<file path="config.mk">
export PLATFORM = sky130hd
export DESIGN_NAME = hold_slot_ctrl
export DESIGN_NICKNAME = d
export VERILOG_FILES = /design/src/rtl/hold_slot_ctrl.sv
export SDC_FILE = /design/constraint.sdc
export NUM_CORES = 1
export LEC_CHECK = 0
export ABC_AREA = 1
export BUFFER_PORTS_ARGS = -buffer_cell sky130_fd_sc_hd__clkbuf_2
export CAP_MARGIN = 10
export CORE_AREA = 10 10 47 49
export DETAILED_ROUTE_END_ITERATION = 12
export DIE_AREA = 0 0 57 59
export PLACE_DENSITY_LB_ADDON = 0.25
export SYNTH_ARGS = -nofsm -noshare
export SYNTH_HDL_FRONTEND = slang
export SYNTH_SLANG_ARGS = --single-unit
</file>
<file path="constraint.sdc">
create_clock -name clk -period 2.2 [get_ports clk]
set_input_delay 0.22 -clock clk [delete_from_list [all_inputs] [get_ports clk]]
set_output_delay 0.22 -clock clk [all_outputs]
set_load 0.005 [all_outputs]
</file>
<file path="src/rtl/hold_slot_ctrl.sv">
// Hold-slot manager: owns the held piece, swaps it with the falling piece on a hold
// request and offers the replacement to spawn logic. Optional preview blink: HOLD_BLINK_EN.

`ifndef BITS_PER_BLOCK
`define BITS_PER_BLOCK 3
`endif
`ifndef EMPTY_BLOCK
`define EMPTY_BLOCK 3'd0
`endif

module hold_slot_ctrl #(
    parameter int BLINK_CYCLES = 12_500_000
) (
    input  logic                         clk,
    input  logic                         rst,
    input  logic                         hold_req,
    input  logic                         piece_locked,
    input  logic [`BITS_PER_BLOCK-1:0]   cur_piece,
    output logic                         next_req,
    input  logic                         next_valid,
    input  logic [`BITS_PER_BLOCK-1:0]   next_piece,
    output logic                         spawn_valid,
    input  logic                         spawn_ready,
    output logic [`BITS_PER_BLOCK-1:0]   spawn_piece,
    output logic [`BITS_PER_BLOCK-1:0]   hold_piece,
    output logic                         hold_view,
    output logic                         hold_rej
);

    typedef enum logic [1:0] {
        IDLE  = 2'd0,
        FETCH = 2'd1,
        OFFER = 2'd2
    } state_t;

    if (BLINK_CYCLES < 1) begin : g_bad_blink_cycles
        $error("BLINK_CYCLES must be at least 1");
    end

    state_t                       state, state_d;
    logic [`BITS_PER_BLOCK-1:0]   hold_piece_d, spawn_piece_d;
    logic                         hold_used, hold_used_d;
    logic                         hold_rej_d;
    logic                         accept;
    logic                         slot_full;

    assign slot_full = (hold_piece != `EMPTY_BLOCK);

    // Handshake outputs decode straight from the state register, so they are glitch-free
    // and already carry the one-cycle latency after the deciding edge.
    assign next_req    = (state == FETCH);
    assign spawn_valid = (state == OFFER);

    // NOTE: every signal written here gets a default first so no latch is inferred.
    always_comb begin
        state_d       = state;
        hold_piece_d  = hold_piece;
        spawn_piece_d = spawn_piece;
        hold_used_d   = hold_used;
        accept        = 1'b0;

        if (state == IDLE && hold_req && !hold_used && !piece_locked
            && cur_piece != `EMPTY_BLOCK) begin
            accept = 1'b1;
        end

        case (state)
            IDLE: begin
                if (accept) begin
                    hold_piece_d = cur_piece;
                    if (!slot_full) begin
                        state_d = FETCH;
                    end else begin
                        spawn_piece_d = hold_piece;
                        state_d       = OFFER;
                    end
                end
            end
            FETCH: begin
                if (next_valid) begin
                    spawn_piece_d = next_piece;
                    state_d       = OFFER;
                end
            end
            OFFER: begin
                if (spawn_ready) begin
                    state_d = IDLE;
                end
            end
            default: state_d = IDLE;
        endcase

        // A landing piece re-arms hold and beats a same-cycle request.
        if (piece_locked) begin
            hold_used_d = 1'b0;
        end else if (accept) begin
            hold_used_d = 1'b1;
        end

        hold_rej_d = hold_req && !accept;
    end

    // NOTE: sequential state uses non-blocking assignments so all registers update together.
    always_ff @(posedge clk) begin
        if (rst) begin
            state       <= IDLE;
            hold_piece  <= `EMPTY_BLOCK;
            spawn_piece <= `EMPTY_BLOCK;
            hold_used   <= 1'b0;
            hold_rej    <= 1'b0;
        end else begin
            state       <= state_d;
            hold_piece  <= hold_piece_d;
            spawn_piece <= spawn_piece_d;
            hold_used   <= hold_used_d;
            hold_rej    <= hold_rej_d;
        end
    end

`ifdef HOLD_BLINK_EN
    localparam int CNT_W = (BLINK_CYCLES > 1) ? $clog2(BLINK_CYCLES) : 1;

    logic [CNT_W-1:0] blink_cnt;
    logic             blinking;
    logic             hold_used_rise;

    assign blinking       = hold_used && slot_full;
    assign hold_used_rise = hold_used_d && !hold_used;

    always_ff @(posedge clk) begin
        if (rst) begin
            blink_cnt <= '0;
            hold_view <= 1'b0;
        end else if (hold_used_rise) begin
            blink_cnt <= '0;
            hold_view <= slot_full;
        end else if (!blinking) begin
            blink_cnt <= '0;
            hold_view <= slot_full;
        end else if (blink_cnt == CNT_W'(BLINK_CYCLES - 1)) begin
            blink_cnt <= '0;
            hold_view <= !hold_view;
        end else begin
            blink_cnt <= blink_cnt + 1'b1;
        end
    end
`else
    always_ff @(posedge clk) begin
        if (rst) begin
            hold_view <= 1'b0;
        end else begin
            hold_view <= slot_full;
        end
    end
`endif

endmodule

</file>
# After elaboration in Yosys (flattened, before gate mapping)

Cells that the tools add are included.

Add/sub/neg operators: 0
Mux-type cells: 10
Reductions and logical operators: 16
Bitwise logic cells: 0
Shifts and indexed selects: 0
Multipliers: 0
Divide/modulo/power cells: 0
Equal/unequal tests: 6
$lt $le $gt $ge: 0

Operators with widths:

| cell                                                                    | count |
|---|---|
| 3-bit two-way mux                                                       | 3 |
| 2-bit two-way mux                                                       | 4 |
| 2-bit case mux with 3 select lines                                      | 1 |
| 3-bit case mux with 2 select lines                                      | 1 |
| 3-bit nonzero test                                                      | 2 |
| 1-bit logical AND                                                       | 5 |
| 2-bit by 1-bit inequality test with 1-bit output, second input constant | 2 |
| 2-bit inequality test, second input constant                            | 2 |
| 4-bit AND reduction                                                     | 1 |
| 1-bit zero test                                                         | 3 |
| 3-bit AND reduction                                                     | 1 |
| 2-bit by 1-bit equality test with 1-bit output, second input constant   | 1 |
| 2-bit equality test, second input constant                              | 1 |
| 2-bit zero test                                                         | 1 |
| 2-bit AND reduction                                                     | 1 |
| 2-bit nonzero test                                                      | 1 |
| 2-bit OR reduction                                                      | 1 |
| 1-bit two-way mux                                                       | 1 |

Memories: 0
Bits in registers: 11
Input bits: 12
Bits in latches: 0
Memory bits (read-only): 0
Output and inout port bits: 10
Memory bits (writable): 0
Logic and storage cells: 38

# Depth between registers and ports, before layout

Depth after elaboration: 8
Gate-level depth with buffers: 9
Depth with buffers taken out: 9

# Worst setup path before layout

No wires, ideal clock.

Kind: register -> register
Start point: reg state[0]
End point: reg spawn_piece[0]
Path buffers: 0
Setup slack: 1.184 ns
Setup time: 0.113 ns
Data required time: 2.087 ns
Cell stages (with the launch flop): 7
Arrival time: 0.903 ns
Period minus slack after synthesis: 1.016 ns
Cells stage by stage: dfxtp_1 > nor2_2 > inv_1 > a21oi_2 > nor2_2 > nor2_1 > nor2_1

Longest elaborated chain between the ends: 8
Elaborated cells on any way between the ends: 13
Those cells by class: 4 x eq/ne; 2 x mux; 7 x reduce/logical

Ends and longest elaborated chain:

| what                                   | RTL line | RTL |
|---|---|---|
| from (decl)                            | 40       | `state_t state, state_d;` |
| from (signal assigned)                 | 112      | `state <= state_d;` |
| 2-bit zero test                        | 62, 67   |  |
| 1-bit logical AND (3 in a row)         | 62       | `if (state == IDLE && hold_req && !hold_used && !piece_locked` |
| 1-bit logical AND (no source line)     | -        |  |
| 1-bit two-way mux                      | 62       |  |
| 2-bit inequality test (no source line) | -        |  |
| 4-bit AND reduction (no source line)   | -        |  |
| to (signal assigned)                   | 108      | `` spawn_piece <= `EMPTY_BLOCK; `` |
| to (signal assigned)                   | 114      | `spawn_piece <= spawn_piece_d;` |
| to (decl)                              | 24       | `` output logic [`BITS_PER_BLOCK-1:0] spawn_piece, `` |

Parallel ways exist; a longest one is shown, timed or not.
A chain may end at the register's enable or synchronous reset.

# Worst setup path in the final report

Start point: reg state[0]
End point: out next_req

Longest elaborated chain between the ends: 1

Ends and longest elaborated chain:

| what                                           | RTL line | RTL |
|---|---|---|
| 2-bit by 1-bit equality test with 1-bit output | 51       | `assign next_req = (state == FETCH);` |
| to (decl)                                      | 19       | `output logic next_req,` |

No other way between the ends.

==> reports/results.tsv <==
metric	value	unit
cp_slowest_cell	dfxtp_1	
crit_buf_inv	2	
layoutNonFillerInstCount	120	
p_leak	0.3626	nW
synth_common_cells	13 x nand2_1, 13 x nor2_1, 11 x dfxtp_1	
synth_area_leaders	dfxtp_1 38%, nand2_1 8.5%, nor2_1 8.5%	
grt_use_total	0.08921	
viasPerCell	4.642	
antenna_left	0	
yosysUniqueCellTypes	18	
boundaryPins	22	
grt-ovfl-total	0	
htree_levels	1	
post_cts_resized	0	
cp-start-kind	register	
insertion_delay	0.26	ns
row_count	14	
setup_violations	0	
num_vias	557	
clkTransAtPathRegs	0.08	ns
synthFlopType	dfxtp_1	
initial_core_util	0.4116	
synth_fp_nets	91	
slowest_delay	0.42	ns
dp.cells	116	
antenna_found_initial	0	
ys_ff_latch	11	
path_delay_family	flip-flops	
place.port_buffers	21	
netlist_instances	79	
hold_violations	0	
synth-edff-count	0	
ir_drop	533.6	uV
async_reset_ff_frac	0	
grt_pass1_vias	551	
drive_above_1_share	0.4423	
max_freq	808.7	MHz
final.setup.tns	0	ns
nets	117	
synth_area_per_cell	7.301	um^2
drt-initial-drc-count	8	
wl_per_cell	11.39	um
path_max_fanout	7	
numCtsBuffers	3	
min_period	1.237	ns
netlist_area	576.8	um^2
synth_area_leader_cell	dfxtp_1	
core	0.001401	mm^2
drv_slew	0	
fin_skew	0.004242	ns
crit_required	1.98	ns
wl	1.367	mm
cts_hold_buf	0	
status	completed	
end_kind	output pin	
firstDrtPassIters	2	
postCtsSetupBuffers	0	
drc_errors	0	
relSlewSlack	0.8533	
antenna_cells	0	
cts.sinks	11	
timing.final.crit_share	0.5621	
cellPowerDensity	1075	mW/mm^2
synth_top_area_frac	0.3818	
hold_path.class	input port to register	
fin_hold_ws	0.1607	ns
worstMarginPinSlew	0.2198	ns
cts_tree	built	
ys_seq_area_frac	0.3818	
clk_path_buf_depth	2	
rsz0062_at_grt	false	
die_width	57	um
area_growth	26.25	%
die_h	59	um
post-dp-hpwl	1.182	mm
fp.dieArea	0.003363	mm^2
grt_max_degree	10	
maxCapViolations	0	
grt_pass1_wl	2.428	mm
yosys_warnings	0	
clockRootBuffer	clkbuf_4	
crit_chain	nand2_4, inv_6, clkbuf_2	
place.gp.congestion	0.7252	
cp.arrival	1.02	ns
worstSetupPathType	register to output pin	
## metrics by stage
stage | utilization | setup slack (ns) | power (mW) | cell area, um^2
after floorplan | - | 1.184 | 0.5480 | 576.8
after global placement | 0.5009 | 1.101 | 0.6427 | 701.9
after detailed placement | 0.5009 | 1.074 | 0.6521 | 701.9
after CTS | 0.5196 | 0.9573 | 0.7909 | 728.2
after global routing | 0.5196 | 0.9078 | 0.8566 | 728.2
final | 0.5196 | 0.9634 | 0.7828 | 728.2
## layer usage
layer	wire length, um	GRT usage
met5	0	0
met4	14	0.04027
met3	68	0.03433
met2	664	0.1535
met1	619	0.09443
## cells by family (layout without fill, tap and decap cells)
logic type             Yosys count  count (layout)  synth area share
AO/OA/AOI/OAI                   13              13            0.1605
flip-flops                      11              11            0.3818
buffers and inverters           14              39           0.09979
AND/OR/NAND/NOR                 41              41            0.3579
## flip-flops by register name, summed over array words and instances, names as in the netlist
name	cells
hold_used	1
hold_view	1
spawn_piece	3
hold_rej	1
state	2
hold_piece	3
## worst paths after layout
kind,start,endpoint,slack [ns],depth (start not counted)
setup reg to reg,state[0]$_SDFFE_PP0P_,spawn_piece[2]$_SDFFE_PP0P_,1.05,6
setup / recovery,state[0]$_SDFFE_PP0P_,next_req,0.96,3
hold reg to reg,hold_used$_SDFFE_PP0P_,hold_used$_SDFFE_PP0P_,0.47,2
hold / removal,piece_locked,hold_used$_SDFFE_PP0P_,0.16,2
## cell type report
| cell class | instances | area [um^2] |
|---|---|---|
| timing repair buffer | 21 | 105.1 |
| clock buffer | 4 | 26.28 |
| inverter | 14 | 57.56 |
| sequential | 11 | 220.2 |
| tap | 16 | 20.02 |
| fill | 155 | 673.1 |
| multi-input combinational | 54 | 299.0 |
## power breakdown
group	internal [mW]	switching, mW
combinational	0.141	0.228
clock	0.0700	0.0694
sequential	0.245	0.0294
## cell usage in the layout (no fill, tap or decap)
| cell type | count |
|---|---|
| clkbuf_2 | 21 |
| nor2_1 | 13 |
| nand2_1 | 13 |
| dfxtp_1 | 11 |
| inv_1 | 8 |
| inv_2 | 5 |
| nand2_2 | 4 |
| nand3_1 | 4 |
| nor2_2 | 3 |
| a21oi_2 | 3 |
| o21ai_2 | 3 |
| a21oi_1 | 3 |
| clkbuf_4 | 3 |
| o21ai_0 | 2 |
| a211oi_1 | 2 |
| nand2_4 | 1 |
| inv_6 | 1 |
| nor2_4 | 1 |
| nand3_4 | 1 |
| nor3_1 | 1 |
| clkbuf_1 | 1 |
Note: power is estimated with default switching activity, not from simulation.
